$ cat src/rtl/uart_reg_arbiter_if.sv
// Bundles the requester-side and uart_top-side register port signals of uart_reg_arbiter.
// The master modport is the environment (requesters + uart_top); the slave modport is the arbiter.
interface uart_reg_arbiter_if #(
  parameter int unsigned NUM_REQ = 2,
  parameter int unsigned ADDR_W  = 32,
  parameter int unsigned DATA_W  = 32
);
  logic [NUM_REQ-1:0]        req_wr_en;
  logic [NUM_REQ-1:0]        req_rd_en;
  logic [NUM_REQ*ADDR_W-1:0] req_addr;
  logic [NUM_REQ*DATA_W-1:0] req_wdata;
  logic [DATA_W-1:0]         req_rdata;
  logic [NUM_REQ-1:0]        req_ready;
  logic [NUM_REQ-1:0]        req_err;
  logic                      uart_reg_wr_en;
  logic                      uart_reg_rd_en;
  logic [ADDR_W-1:0]         uart_reg_addr;
  logic [DATA_W-1:0]         uart_reg_wdata;
  logic [DATA_W-1:0]         uart_reg_rdata;
  logic                      uart_ready;
  logic                      busy;
  logic [2:0]                grant_id;

  modport master (
    output req_wr_en, req_rd_en, req_addr, req_wdata, uart_reg_rdata, uart_ready,
    input  req_rdata, req_ready, req_err, uart_reg_wr_en, uart_reg_rd_en,
           uart_reg_addr, uart_reg_wdata, busy, grant_id
  );

  modport slave (
    input  req_wr_en, req_rd_en, req_addr, req_wdata, uart_reg_rdata, uart_ready,
    output req_rdata, req_ready, req_err, uart_reg_wr_en, uart_reg_rd_en,
           uart_reg_addr, uart_reg_wdata, busy, grant_id
  );
endinterface

$ cat src/rtl/uart_reg_arbiter.sv
// Round-robin arbiter sharing the single uart_top register port among NUM_REQ requesters,
// one transaction in flight, with a GRANT-state timeout for accesses uart_top never acknowledges.
module uart_reg_arbiter #(
  parameter int unsigned NUM_REQ     = 2,
  parameter int unsigned ADDR_W      = 32,
  parameter int unsigned DATA_W      = 32,
  parameter int unsigned TIMEOUT_CYC = 1024
) (
  input  logic               clk,
  input  logic               rst,
  uart_reg_arbiter_if.slave  bus
);
  localparam int unsigned TW = (TIMEOUT_CYC > 0) ? $clog2(TIMEOUT_CYC + 1) : 1;
  localparam logic [TW-1:0] TMO_LAST = (TIMEOUT_CYC > 0) ? TW'(TIMEOUT_CYC - 1) : '0;

  typedef enum logic [1:0] {IDLE, GRANT, RELEASE} state_e;

  state_e             state_q;
  logic               wr_en_q, rd_en_q;
  logic [ADDR_W-1:0]  addr_q;
  logic [DATA_W-1:0]  wdata_q;
  logic [DATA_W-1:0]  rdata_q;
  logic [NUM_REQ-1:0] ready_q, err_q;
  logic [TW-1:0]      tmo_q;
  logic [2:0]         rr_ptr_q, grant_q;
  logic               busy_q;

  logic [7:0]         pend8, wr8;
  logic [3:0]         cand;
  logic               found;
  logic [2:0]         win_idx;
  logic               win_wr;
  logic [ADDR_W-1:0]  win_addr;
  logic [DATA_W-1:0]  win_wdata;

  // First pending requester after rr_ptr, wrapping modulo NUM_REQ.
  always_comb begin
    pend8   = 8'(bus.req_wr_en | bus.req_rd_en);
    wr8     = 8'(bus.req_wr_en);
    cand    = '0;
    found   = 1'b0;
    win_idx = '0;
    for (int unsigned k = 1; k <= NUM_REQ; k++) begin
      cand = 4'(rr_ptr_q) + 4'(k);
      if (cand >= 4'(NUM_REQ)) cand = cand - 4'(NUM_REQ);
      if (!found && pend8[cand[2:0]]) begin
        found   = 1'b1;
        win_idx = cand[2:0];
      end
    end
    win_wr    = wr8[win_idx];
    win_addr  = bus.req_addr[int'(win_idx)*ADDR_W +: ADDR_W];
    win_wdata = bus.req_wdata[int'(win_idx)*DATA_W +: DATA_W];
  end

  always_ff @(posedge clk or posedge rst) begin
    if (rst) begin
      state_q  <= IDLE;
      wr_en_q  <= 1'b0;
      rd_en_q  <= 1'b0;
      addr_q   <= '0;
      wdata_q  <= '0;
      rdata_q  <= '0;
      ready_q  <= '0;
      err_q    <= '0;
      tmo_q    <= '0;
      rr_ptr_q <= 3'(NUM_REQ - 1);
      grant_q  <= '0;
      busy_q   <= 1'b0;
    end else begin
      ready_q <= '0;
      err_q   <= '0;
      case (state_q)
        IDLE: begin
          // A ready still high from the previous access must fall before a new grant.
          if (found && !bus.uart_ready) begin
            wr_en_q  <= win_wr;
            rd_en_q  <= !win_wr;
            addr_q   <= win_addr;
            wdata_q  <= win_wdata;
            grant_q  <= win_idx;
            rr_ptr_q <= win_idx;
            tmo_q    <= '0;
            busy_q   <= 1'b1;
            state_q  <= GRANT;
          end
        end
        GRANT: begin
          if (bus.uart_ready) begin
            rdata_q <= bus.uart_reg_rdata;
            ready_q <= NUM_REQ'(1) << grant_q;
            wr_en_q <= 1'b0;
            rd_en_q <= 1'b0;
            state_q <= RELEASE;
          end else if (TIMEOUT_CYC != 0 && tmo_q == TMO_LAST) begin
            rdata_q <= '0;
            ready_q <= NUM_REQ'(1) << grant_q;
            err_q   <= NUM_REQ'(1) << grant_q;
            wr_en_q <= 1'b0;
            rd_en_q <= 1'b0;
            state_q <= RELEASE;
          end else if (tmo_q != '1) begin
            tmo_q <= tmo_q + 1'b1;
          end
        end
        RELEASE: begin
          if (!bus.uart_ready) begin
            busy_q  <= 1'b0;
            state_q <= IDLE;
          end
        end
        default: state_q <= IDLE;
      endcase
    end
  end

  assign bus.uart_reg_wr_en = wr_en_q;
  assign bus.uart_reg_rd_en = rd_en_q;
  assign bus.uart_reg_addr  = addr_q;
  assign bus.uart_reg_wdata = wdata_q;
  assign bus.req_rdata      = rdata_q;
  assign bus.req_ready      = ready_q;
  assign bus.req_err        = err_q;
  assign bus.busy           = busy_q;
  assign bus.grant_id       = grant_q;
endmodule

$ cat src/flat_wrapper.sv
// flat-port wrapper written by rule: the top's interface ports become plain ports
module uart_reg_arbiter_flat 
#(
  parameter int unsigned NUM_REQ     = 2,
  parameter int unsigned ADDR_W      = 32,
  parameter int unsigned DATA_W      = 32,
  parameter int unsigned TIMEOUT_CYC = 1024
)
  (clk, rst, bus_req_wr_en, bus_req_rd_en, bus_req_addr, bus_req_wdata, bus_uart_reg_rdata, bus_uart_ready, bus_req_rdata, bus_req_ready, bus_req_err, bus_uart_reg_wr_en, bus_uart_reg_rd_en, bus_uart_reg_addr, bus_uart_reg_wdata, bus_busy, bus_grant_id);
  uart_reg_arbiter_if #(.NUM_REQ(NUM_REQ), .ADDR_W(ADDR_W), .DATA_W(DATA_W)) bus_i ();
  input  logic clk;
  input  logic rst;
  input wire logic [$bits(bus_i.req_wr_en)-1:0] bus_req_wr_en;
  input wire logic [$bits(bus_i.req_rd_en)-1:0] bus_req_rd_en;
  input wire logic [$bits(bus_i.req_addr)-1:0] bus_req_addr;
  input wire logic [$bits(bus_i.req_wdata)-1:0] bus_req_wdata;
  input wire logic [$bits(bus_i.uart_reg_rdata)-1:0] bus_uart_reg_rdata;
  input wire logic [$bits(bus_i.uart_ready)-1:0] bus_uart_ready;
  output wire logic [$bits(bus_i.req_rdata)-1:0] bus_req_rdata;
  output wire logic [$bits(bus_i.req_ready)-1:0] bus_req_ready;
  output wire logic [$bits(bus_i.req_err)-1:0] bus_req_err;
  output wire logic [$bits(bus_i.uart_reg_wr_en)-1:0] bus_uart_reg_wr_en;
  output wire logic [$bits(bus_i.uart_reg_rd_en)-1:0] bus_uart_reg_rd_en;
  output wire logic [$bits(bus_i.uart_reg_addr)-1:0] bus_uart_reg_addr;
  output wire logic [$bits(bus_i.uart_reg_wdata)-1:0] bus_uart_reg_wdata;
  output wire logic [$bits(bus_i.busy)-1:0] bus_busy;
  output wire logic [$bits(bus_i.grant_id)-1:0] bus_grant_id;
  assign bus_i.req_wr_en = bus_req_wr_en;
  assign bus_i.req_rd_en = bus_req_rd_en;
  assign bus_i.req_addr = bus_req_addr;
  assign bus_i.req_wdata = bus_req_wdata;
  assign bus_i.uart_reg_rdata = bus_uart_reg_rdata;
  assign bus_i.uart_ready = bus_uart_ready;
  assign bus_req_rdata = bus_i.req_rdata;
  assign bus_req_ready = bus_i.req_ready;
  assign bus_req_err = bus_i.req_err;
  assign bus_uart_reg_wr_en = bus_i.uart_reg_wr_en;
  assign bus_uart_reg_rd_en = bus_i.uart_reg_rd_en;
  assign bus_uart_reg_addr = bus_i.uart_reg_addr;
  assign bus_uart_reg_wdata = bus_i.uart_reg_wdata;
  assign bus_busy = bus_i.busy;
  assign bus_grant_id = bus_i.grant_id;
  uart_reg_arbiter #(.NUM_REQ(NUM_REQ), .ADDR_W(ADDR_W), .DATA_W(DATA_W), .TIMEOUT_CYC(TIMEOUT_CYC)) u_core (.clk(clk), .rst(rst), .bus(bus_i));
endmodule
$ cat config.mk
export PLATFORM = sky130hd
export DESIGN_NAME = uart_reg_arbiter_flat
export DESIGN_NICKNAME = d
export VERILOG_FILES = /design/src/rtl/uart_reg_arbiter_if.sv /design/src/rtl/uart_reg_arbiter.sv /design/src/flat_wrapper.sv
export SDC_FILE = /design/constraint.sdc
export NUM_CORES = 1
export LEC_CHECK = 0
export ABC_AREA = 1
export CAP_MARGIN = 40
export CORE_AREA = 3 3 125 127
export CTS_CLUSTER_DIAMETER = 80
export CTS_CLUSTER_SIZE = 16
export DETAILED_ROUTE_END_ITERATION = 6
export DIE_AREA = 0 0 128 130
export GPL_ROUTABILITY_DRIVEN = 1
export PLACE_DENSITY = 0.81
export SYNTH_ARGS = -nofsm -noshare
export SYNTH_HDL_FRONTEND = slang
export SYNTH_SLANG_ARGS = --single-unit
$ cat constraint.sdc
create_clock -name clk -period 4.75 [get_ports clk]
set_input_delay 0.95 -clock clk [delete_from_list [all_inputs] [get_ports clk]]
set_output_delay 0.95 -clock clk [all_outputs]
set_load 0.01 [all_outputs]
======== Word level (Yosys, flattened, before mapping) ========
Cells that the tools add are included.
word-level totals
  bits in registers ....................... 122
  input port bits ......................... 167
  output and inout bits ................... 106
  word-level logic and storage cells ...... 89
cells by class
  add/subtract/negate cells ............... 5
  order comparisons ....................... 5
  eq/ne operators ......................... 10
  shift-type cells ........................ 3
  multiplexer cells ....................... 38
  bitwise logic cells ..................... 1
  reductions and logical operators ........ 15
operators by type and width
  cell                                                                      number
  64-bit by 9-bit indexed part select with 32-bit output                    2
  32-bit two-way mux                                                        2
  11-bit two-way mux                                                        4
  11-bit one-hot mux with 2 select lines                                    1
  2-bit two-way mux                                                         9
  3-bit by 4-bit < comparator with 1-bit output (second input constant)     3
  3-bit two-way mux                                                         4
  11-bit by 1-bit adder with 11-bit output (second input constant)          1
  11-bit by 10-bit equality test with 1-bit output (second input constant)  1
  1-bit two-way mux                                                         11
  11-bit inequality test (second input constant)                            1
  1-bit binary-select mux with 3-bit select                                 3
  3-bit AND reduction                                                       3
  4-bit by 2-bit >= comparator with 1-bit output (second input constant)    2
  2-bit inequality test (second input constant)                             3
  1-bit one-hot mux with 2 select lines                                     3
  2-bit one-hot mux with 3 select lines                                     1
  2-bit nonzero test                                                        3
  3-bit by 2-bit subtractor with 3-bit output (second input constant)       2
  5-bit AND reduction                                                       1
  3-bit by 1-bit adder with 4-bit output (second input constant)            1
  3-bit by 2-bit adder with 4-bit output (second input constant)            1
  2-bit by 1-bit inequality test with 1-bit output (second input constant)  2
  2-bit AND reduction                                                       2
  8 further kinds                                                           11

======== Logic depth before layout (Yosys ltp) ========
Gate-level depths: netlist (run 1).
  depth after elaboration ................. 14
  depth in mapped cells ................... 16
  gate-level depth less buffers ........... 15

======== Least setup slack after synthesis (run 1) ========
OpenSTA, ideal clock, no wires.
  path kind ............................... input port to flip-flop
  start ................................... input port bus_req_rd_en[1]
  end ..................................... register u_core.wdata_q[18], in the netlist u_core.bus.uart_reg_wdata[18]
  setup time .............................. 117 ps
  arrival ................................. 1949 ps
  required time ........................... 4633 ps
  setup slack ............................. 2683 ps
  stages on the path ...................... 12
  buffers on the path ..................... 2
  cell sequence ........................... nor2_1 -> nand2_2 -> nand2_2 -> nor2_4 -> nor2_1 -> nand2_1 -> nand2_1 -> buf_4 -> buf_4 -> nand2_1 -> nand3_1 -> nand2_1
between the ends
  longest elaborated chain between the ends .. 9
  elaborated cells between the ends (all ways) .. 14
  classes of those cells .................. shift: 1; mux: 8; bitwise: 1; reduce/logical: 4
ends and longest elaborated chain
  what                                                                                            RTL line                RTL
  from (decl)                                                                                     flat_wrapper.sv:14      input wire logic [$bits(bus_i.req_rd_en)-1:0] bus_req_rd_en;
  2-bit OR (*)                                                                                    uart_reg_arbiter.sv:38  pend8 = 8'(bus.req_wr_en | bus.req_rd_en);
  branches (longest 8 deep; another with 64-bit by 9-bit indexed part select with 32-bit output)  -
  to (signal assigned)                                                                            uart_reg_arbiter.sv:80  wdata_q <= win_wdata;
  to (decl)                                                                                       uart_reg_arbiter.sv:21  logic [DATA_W-1:0] wdata_q;
Every way passes the cells marked *. The select of a mux whose other input is x is not followed.
A chain may end at the register's enable or synchronous reset.

======== Worst setup path in the final report (run 1) ========
  start ................................... input port bus_req_wr_en[0]
  end ..................................... register u_core.addr_q[5], in the netlist u_core.bus.uart_reg_addr[5]
between the ends
  longest elaborated chain between the ends .. 9
  elaborated cells between the ends (all ways) .. 14
  classes of those cells .................. shift: 1; mux: 8; bitwise: 1; reduce/logical: 4
ends and longest elaborated chain
  what                                                                                            RTL line                RTL
  from (decl)                                                                                     flat_wrapper.sv:13      input wire logic [$bits(bus_i.req_wr_en)-1:0] bus_req_wr_en;
  2-bit OR (*)                                                                                    uart_reg_arbiter.sv:38
  branches (longest 8 deep; another with 64-bit by 9-bit indexed part select with 32-bit output)  -
  to (signal assigned)                                                                            uart_reg_arbiter.sv:79  addr_q <= win_addr;
  to (decl)                                                                                       uart_reg_arbiter.sv:20  logic [ADDR_W-1:0] addr_q;
Marked as above.

==> results of run 1 <==
[power groups by stage]
stage / clock network, uW / logic, uW / registers, uW
after CTS: 1450 / 2850 / 1730
after detailed placement: 0 / 2830 / 1740
final: 1430 / 2800 / 1740
after global routing: 1500 / 3100 / 1790
after global placement: 0 / 2770 / 1730
after floorplan: 0 / 1390 / 1910
[worst reg2reg max path, cell delays in order, from the launching register on]
cell and delay (ps):
dfrtp_1 490, inv_1 190, ha_1 320, inv_1 40
nand2_1 50, nand2_1 80, nor2_4 130, inv_2 40
nand2_2 80, nand2_4 80, nor2_8 90, buf_4 540
nand3_1 370, nand2_1 120, inv_1 40
[worst min path at each step]
stage / end / slack [ps]
after detailed placement: u_core.bus.req_rdata[22] / 460
final: u_core.bus.req_rdata[8] / 470
after floorplan: u_core.tmo_q[7] / 470
after CTS: u_core.bus.req_rdata[22] / 470
after global placement: u_core.bus.req_rdata[8] / 450
after global routing: u_core.bus.req_rdata[22] / 490
[Yosys cell counts, drive strengths merged (4+ instances only)]
cell type  instances  share of area (%)
buf               36                3.7
clkbuf            11               0.66
dfrtp            119                 47
ha                 7                1.4
inv               94                5.6
nand2            312                 19
nand3            112                9.0
nand3b            64                7.6
nand4              4               0.40
nor2              18                1.6
nor3               4               0.32
o21ai             12                1.0
or2                5               0.50
xor2               7               0.98
[layout make-up]
type	instances	area, um2	area share (%)
well taps	184	230	2.37
repair buffers	281	2800	28.8
clock inverters	12	196	2.02
clock buffers	20	467	4.80
flip-flops and latches	120	3000	30.9
inverters	94	355	3.66
multi-input cells	548	2660	27.4
[metal layers]
| layer | vias to the layer above | part of all wire [%] |
|---|---|---|
| met5 | - | 0 |
| met4 | 0 | 2.9 |
| met3 | 44 | 8.1 |
| met2 | 233 | 48 |
| met1 | 2857 | 41 |
| li1 | 3037 | - |
[registers in the layout, indices dropped and copies added, names as in the netlist, 2 cells and up]
signal and cells:
u_core.bus.req_rdata 32, u_core.bus.uart_reg_addr 32, u_core.bus.uart_reg_wdata 32, u_core.tmo_q 11, u_core.rr_ptr_q 3, u_core.bus.req_err 2
u_core.bus.req_ready 2, u_core.state_q 2
[cells by family (layout without fill, tap and decap cells)]
kind of cell    count (synthesis)  count (layout)
compound gates                 14              14
xor+xnor                        7               7
buf+inv                       141             407
simple gates                  520             520
flops                         120             120
fa+ha+maj                       7               7
[per-stage QoR]
step           instance area [um2]  hold WS (ps)  std cells  worst slack, ps
2_1_floorplan                 6290           474        809              616
3_3_place_gp                  9030           453       1226             1460
3_5_place_dp                  9050           457       1227             1440
4_1_cts                       9720           471       1259             1850
5_1_grt                       9720           488       1259             1590
6_report                      9720           467       1259             1840
==> results.md, run 1 <==
* Status: complete, no violations
* Final setup TNS at 0 ps
* Critical Path AT at 3210 ps
* Largest family of logic cells by synthesized area: simple AND/OR/NAND/NOR gates
* Final Util at 66.9%
* Most common cell after layout, fill and taps aside: nand2_1
* Initial antenna violation count at 0
* Register area share after synthesis at 47.8%
* Initial DRC Count at 426
* Fin crit period at 2910 ps
* Final nets at 1236
* Standard-cell rows at 44
* Switching power at 2250 uW
* Largest net degree at the start of global routing at 69
* Die ar. at 16600 um2
* RR Startpoint: u_core.rr_ptr_q[1]
* Startpoint Class: input pin
* Worst Hold Path Cells at 2
* First-pass detailed-route iteration total at 4
* FF-to-FF setup slack at 1990 ps
* Reg2reg path depth at 14
* Vias in the first global route at 5932
* WP buf/inv at 2
* Lkg Pwr at 0.00480 uW
* PwrDens at 615 nW/um2
* Syn_nets at 983
* WL per Instance at 15.4 um
* ANT cells at 0
* Min-delay src: u_core.bus.req_rdata[8]
* Seq cells post-synth at 120
* Synth Cell Area at 6290 um2
* Synth Area in Adders at 1.39%
* Htree depth at 4
* Ys async rst share at 100%
* Most used flip-flop cell after synthesis: dfrtp_1
* Die X at 128 um
* Worst clock skew at 6.29 ps
* Initial Utilization at 43.3%
* Post-CTS Repair Setup Buffers at 0
* Avg Synthesized Cell Area at 7.77 um2
* DIE HEIGHT at 130 um
* Sequential share of power at 29.1%
* Total length of routed wires at 19300 um
* Most frequent cells in the layout: nand2_1 (302), clkdlybuf4s50_1 (272), dfrtp_1 (119), nand3_1 (111), inv_1 (89)
* Post-synth EDFFs at 0
* Crit path capture: u_core.bus.uart_reg_addr[5]
* Worst VDD drop at 0.345 mV
* Crit Path Class: in -> reg
* Switching Fraction at 37.8%
* Residual DRC count at 0
* Via count at 6171
* Internal Power at 3720 uW
* Top delay family on crit path: simple AND/OR/NAND/NOR gates
* Grt met2 use at 37.0%
* Hold Vio Cnt, Final at 0
* WP data required at 5050 ps
* Synth warn at 0
* Clk slew on worst S/H paths at 60 ps
* GP Congestion at 0.850
* Crit path max fanout at 45
* Worst slew pin tran at 840 ps
* Worst-Skew Late Latency at 410 ps
* Hold Path Class: reg -> reg
* Port buffer count at 272
* Core ar. at 14500 um2
* Routing usage on met3 at 6.79%
* Gate Count Post-Synth at 809
* Highest clock rate at 343 MHz
* Count of cell types in the netlist at 29
* Max cap viols at 0
* RSZ-0062 raised after global routing: false
* Met1 usage at 29.5%
* First-pass GRT wire length at 30400 um
* Setup violations, final at 0
* TritonCTS Buffers at 17
* CTS tree: done
* Share of post-route cells with drive strength above 1 at 6.23%
* Levels on crit path at 12
* Final antenna-violating net count at 0
* Clock power frac at 24.0%
* Crit. End Element: register
* Layout area overhead at 54.6%
* Total GRT Usage at 23.0%
* # fillers at 1185
* GRT Residual Overflow at 0
* Comb power frac at 47.0%
* Crit path cell chain: clkdlybuf4s50_1 > nor2_1 > nand2_1 > nand2_2 > nor2_4 > nor2_1 > nand2_2 > nand2_2 > buf_4 > nand2_1 > nand3_1 > nand2_1
* Post-Synth XOR/XNOR Area at 0.975%
* Simple-gate share of the synthesized area at 38.7%
* Tot Pwr at 5970 uW
* Compound-Gate Fraction of Synth Area at 1.17%
* Worst-path cell with the longest stage delay: buf_4
* Clock Tree Root: clkbuf_16
* Hold Buf Count CTS at 0
* DP HPWL at 13500 um
* Vias per cell at 4.90
* Crit-path max cell delay at 500 ps
* Max Root-Sink Buffers at 2
* GR peak layer: met2
* Clock Sinks at 120
* RR Endpoint: u_core.bus.uart_reg_rd_en
* I/O pin count at 273
* Post-cts resize count at 0
* Tcrit/Tclk final at 61.3%
* Multiplexer area fraction after synthesis at 0%
* CP Launch Point: bus_req_wr_en[0]
* Rel. slew slack at 43.9%
* Slew Limit Fails at 0
No activity file was read; power rests on OpenSTA's default activity.
==> run 2: changes to the inputs <==
==> constraint.sdc (replaced) <==
create_clock -name clk -period 3 [get_ports clk]
set_input_delay 0.6 -clock clk [delete_from_list [all_inputs] [get_ports clk]]
set_output_delay 0.6 -clock clk [all_outputs]
set_load 0.01 [all_outputs]
==> results.md, run 2 (synthesis gave the netlist of run 1 again) <==
* Max cap viols at 0
* Largest net degree at the start of global routing at 69
* WL per Instance at 15.2 um
* Vias per cell at 4.91
* Rel. slew slack at 53.8%
* Setup slack after layout at 776 ps
* Total GRT Usage at 22.9%
* Via count at 6203
* Tcrit/Tclk final at 74.1%
* Worst slew pin tran at 690 ps
* Post-CTS Repair Setup Buffers at 0
* GRT Residual Overflow at 0
* Initial Utilization at 43.3%
* Reg2reg path depth at 14
* Crit Path Class: reg -> reg
* Most used cell, CP: nand2_1
* Clk slew on worst S/H paths at 60 ps
* Highest clock rate at 450 MHz
* Final nets at 1241
* Design Area, Final at 9720 um2
* Worst VDD drop at 0.508 mV
* Final antenna-violating net count at 0
* Worst Hold Path Cells at 2
* RR Startpoint: u_core.rr_ptr_q[0]
* Share of post-route cells with drive strength above 1 at 6.67%
* First-pass detailed-route iteration total at 5
* Htree depth at 4
* Hold Path Class: reg -> reg
* DP HPWL at 13500 um
* Top delay family on crit path: simple AND/OR/NAND/NOR gates
* FF-to-FF setup slack at 780 ps
* WP data required at 3300 ps
* GP Congestion at 0.831
* Die X at 128 um
* Standard-cell rows at 44
* Min-delay src: u_core.bus.req_rdata[27]
* Crit-path max cell delay at 590 ps
* Critical Path AT at 2520 ps
* Total length of routed wires at 19200 um
* Vias in the first global route at 5961
* Max Root-Sink Buffers at 2
* Hold Buf Count CTS at 0
* WP buf/inv at 5
* Port buffer count at 272
* Crit path cell chain: inv_2 > ha_1 > inv_1 > nand2_1 > nand2_1 > nor2_4 > inv_2 > nand2_2 > nand2_4 > nor2_8 > buf_12 > nand3_1 > nand2_1 > inv_1
* Most frequent cells in the layout: nand2_1 (302), clkdlybuf4s50_1 (272), dfrtp_1 (119), nand3_1 (111), inv_1 (89)
* RR Endpoint: u_core.bus.uart_reg_rd_en
* Post-cts resize count at 0
* Setup violations, final at 0
* PwrDens at 959 nW/um2
* Clock Sinks at 120
* Status: complete, no violations
* First-pass GRT wire length at 30500 um
* Initial DRC Count at 460
* Initial antenna violation count at 0
* Clock Tree Root: clkbuf_16
* RSZ-0062 raised after global routing: false
* Worst-path cell with the longest stage delay: dfstp_2
* Hold Vio Cnt, Final at 0
* TritonCTS Buffers at 17
* Final Util at 66.9%
* Crit path max fanout at 68
* ANT cells at 0
* Worst clock skew at 15.8 ps
* Worst slack, placed at 541 ps
* Slew Limit Fails at 0
* Worst-Skew Late Latency at 420 ps
* CTS tree: done
* Fin crit period at 2220 ps
* I/O pin count at 273
* DIE HEIGHT at 130 um
* Die ar. at 16600 um2
* Layout area overhead at 54.6%
* Most common cell after layout, fill and taps aside: nand2_1
* Lkg Pwr at 0.00480 uW
* Crit. End Element: register
* Residual DRC count at 0
* Core ar. at 14500 um2
* WHS Endpoint: u_core.bus.req_rdata[27]
* Final setup TNS at 0 ps
* Startpoint Class: register
* Post-DP Area at 9120 um2
[run 2: metal layers]
metal  vias up  GRT usage (%)  wire (um)
li1       3040              -          -
met1      2908           28.4       7720
met2       225           38.4       9440
met3        30           7.08       1640
met4         0           7.49        380
met5         -              0          0
[run 2: worst max-delay path by stage]
| stage | depth (start not counted) | end | startpoint |
|---|---|---|---|
| after floorplan | 1 | u_core.bus.busy | rst |
| after global placement | 12 | u_core.bus.uart_reg_wdata[1] | bus_req_wr_en[0] |
| after detailed placement | 12 | u_core.bus.uart_reg_addr[8] | bus_req_wr_en[1] |
| after CTS | 14 | u_core.bus.uart_reg_rd_en | u_core.rr_ptr_q[0] |
| after global routing | 14 | u_core.bus.uart_reg_rd_en | u_core.rr_ptr_q[0] |
| final | 14 | u_core.bus.uart_reg_rd_en | u_core.rr_ptr_q[0] |
[run 2: through the flow]
| step | power (uW) | std cells | hold WS, ps |
|---|---|---|---|
| final | 9320 | 1264 | 470 |
| after global routing | 9990 | 1264 | 483 |
| after CTS | 9420 | 1264 | 473 |
| after detailed placement | 7310 | 1232 | 458 |
| after global placement | 7220 | 1232 | 453 |
| after floorplan | 5220 | 809 | 474 |
[run 2: power breakdown]
part | total, uW | switching (uW) | leakage (uW) | internal, uW
Sequential | 2740 | 415 | 0.00151 | 2330
Clock | 2060 | 795 | 0.000285 | 1260
Combinational | 4520 | 2430 | 0.00301 | 2090
[run 2: cell type report]
cell class / count / area [um2]
Clock inverter: 14 / 161
Inverter: 94 / 357
Fill cell: 1201 / 4820
Sequential cell: 120 / 3000
Clock buffer: 18 / 439
Multi-Input combinational cell: 548 / 2660
Timing Repair Buffer: 286 / 2870
Tap cell: 184 / 230
[run 2: worst register-to-register path: stages (launching register included)]
cell	delay, ps
dfstp_2	590
inv_2	100
ha_1	280
inv_1	40
nand2_1	50
nand2_1	80
nor2_4	120
inv_2	40
nand2_2	80
nand2_4	80
nor2_8	110
buf_12	270
nand3_1	160
nand2_1	80
inv_1	30
==> run 3: changes to the inputs <==
--- a/config.mk
+++ b/config.mk
@@ -7,13 +7,13 @@
 export LEC_CHECK = 0
 export ABC_AREA = 1
 export CAP_MARGIN = 40
-export CORE_AREA = 3 3 125 127
+export CORE_AREA = 3 3 131 133
 export CTS_CLUSTER_DIAMETER = 80
 export CTS_CLUSTER_SIZE = 16
 export DETAILED_ROUTE_END_ITERATION = 6
-export DIE_AREA = 0 0 128 130
+export DIE_AREA = 0 0 134 136
 export GPL_ROUTABILITY_DRIVEN = 1
-export PLACE_DENSITY = 0.81
+export PLACE_DENSITY = 0.77
 export SYNTH_ARGS = -nofsm -noshare
 export SYNTH_HDL_FRONTEND = slang
 export SYNTH_SLANG_ARGS = --single-unit
==> constraint.sdc (replaced) <==
create_clock -name clk -period 2 [get_ports clk]
set_input_delay 0.4 -clock clk [delete_from_list [all_inputs] [get_ports clk]]
set_output_delay 0.4 -clock clk [all_outputs]
set_load 0.01 [all_outputs]
==> results.md, run 3 (synthesis gave the netlist of run 1 again) <==
* Tot Pwr at 15400 uW
* DIE HEIGHT at 136 um
* Worst VDD drop at 0.663 mV
* Total GRT Usage at 22.1%
* Largest net degree at the start of global routing at 39
* GP Congestion at 0.803
* Highest clock rate at 491 MHz
* Max Root-Sink Buffers at 2
* Hold Buf Count CTS at 0
* WL per Instance at 16.2 um
* RSZ-0062 raised after global routing: true
* Layout area overhead at 67.0%
* Htree depth at 4
* Clock Sinks at 120
* Core ar. at 15900 um2
* Most used cell, CP: nand2_1
* Dpl cells at 1290
* Initial Utilization at 39.4%
* Initial DRC Count at 276
* Hold Vio Cnt, Final at 0
* Die X at 134 um
* Vias in the first global route at 6304
* Vias per cell at 4.81
* WP data required at 2360 ps
* Clock Tree Root: clkbuf_16
* Critical Path AT at 2390 ps
* Rel. slew slack at 74.5%
* GRT Residual Overflow at 0
* Crit path max fanout at 6
* Status: finished with violations
* Reg2reg path depth at 15
* Tcrit/Tclk final at 102%
* Via count at 6417
* Crit. End Element: register
* Hold Path Class: in -> async
* Startpoint Class: register
* Failing checks: negative setup slack
* Final nets at 1280
* ANT cells at 0
* Worst clock skew at 11.2 ps
* Worst-path cell with the longest stage delay: dfrtp_1
* CTS tree: done
* Residual DRC count at 0
* Worst-Skew Late Latency at 410 ps
* Setup violations, final at 37
* Max cap viols at 0
* Total length of routed wires at 21700 um
* Port buffer count at 272
* DP HPWL at 14500 um
* First-pass GRT wire length at 32200 um
* Most common cell after layout, fill and taps aside: nand2_1
* PwrDens at 1470 nW/um2
* Die ar. at 18200 um2
* Initial antenna violation count at 0
* CP Launch Point: u_core.rr_ptr_q[1]
* Final antenna-violating net count at 0
* Clk slew on worst S/H paths at 60 ps
* I/O pin count at 273
* Most frequent cells in the layout: nand2_1 (300), clkdlybuf4s50_1 (272), dfrtp_1 (118), nand3_1 (94), inv_1 (87)
* First-pass detailed-route iteration total at 5
* Setup slack after layout at -36.5 ps
* Crit-path max cell delay at 400 ps
* Worst slew pin tran at 382 ps
* Standard-cell rows at 46
* Fin cells at 1335
* Lkg Pwr at 0.00513 uW
* RR Startpoint: u_core.rr_ptr_q[1]
* Share of post-route cells with drive strength above 1 at 12.2%
* Crit path cell chain: buf_4 > ha_1 > inv_1 > nand2_1 > nand2_1 > nand2_2 > nor2_4 > inv_2 > nand2_2 > nand2_4 > nor2_8 > buf_12 > clkbuf_16 > nand3_2 > nand2_1
* Slew Limit Fails at 0
* TritonCTS Buffers at 17
* Fin crit period at 2040 ps
* Crit Path Class: reg -> reg
[run 3: cell types whose count changed in the layout (fill, tap and decap cells not counted), sizes merged]
| cell | before | now |
|---|---|---|
| buf | 14 | 45 |
| inv | 99 | 95 |
| clkinvlp | 4 | 6 |
| nand2 | 312 | 313 |
| clkbuf | 18 | 26 |
| clkinv | 3 | 4 |
[run 3: layer usage]
layer / GRT usage (%) / up-vias / part of all wire [%]
met1: 27.8 / 2981 / 41
met4: 6.40 / 0 / 1.8
met3: 7.11 / 32 / 9.3
met2: 36.7 / 287 / 48
li1: - / 3117 / -
met5: 0 / - / 0
[run 3: repair_timing]
action | CTS | global route
setup buffers | 1 | 1
pin swaps | 1 | 12
setup endpoints to repair | 71 | 90
gates cloned | 1 | 10
resized for setup | 12 | 37
[run 3: worst paths after layout]
check | to | slack (ps)
worst max register to register | u_core.bus.uart_reg_addr[15] | -40
worst min-delay path | u_core.bus.uart_reg_wdata[10] | 330
max in group asynchronous | u_core.rr_ptr_q[0] | 1100
min in group clk | u_core.bus.req_rdata[16] | 470
worst min register to register | u_core.bus.req_rdata[16] | 470
worst max-delay path | u_core.bus.uart_reg_addr[15] | -40
[run 3: area by class of cell]
cell class	instances	area [um2]
Clock buffer	19	443
Clock inverter	13	146
Fill cell	1302	5440
Inverter	94	362
Multi-Input combinational cell	549	2820
Sequential cell	120	3010
Tap cell	216	270
Timing Repair Buffer	324	3450
[run 3: metrics by stage]
step                area [um2]  hold WS (ps)  utilization, %  setup TNS [ps]  worst slack (ps)
floorplan                 6290           474               -               0              89.9
global route             10500           353            65.9          -11270              -175
CTS                      10100           329            63.6            -596             -39.0
finish                   10500           330            65.9            -604             -36.5
detailed placement        9450           459            59.3          -13470              -248
global placement          9450           452            59.3          -11490              -217
[run 3: critical path, delay by kind of cell (launching register included)]
| family | cells | cell delay, ps |
|---|---|---|
| fa+ha+maj | 1 | 210 |
| buf+inv | 5 | 600 |
| flops | 1 | 400 |
| simple gates | 9 | 770 |
[run 3: report_power, final]
group	internal, uW	switching [uW]
registers	3490	609
clock network	1880	1180
logic	4040	4190
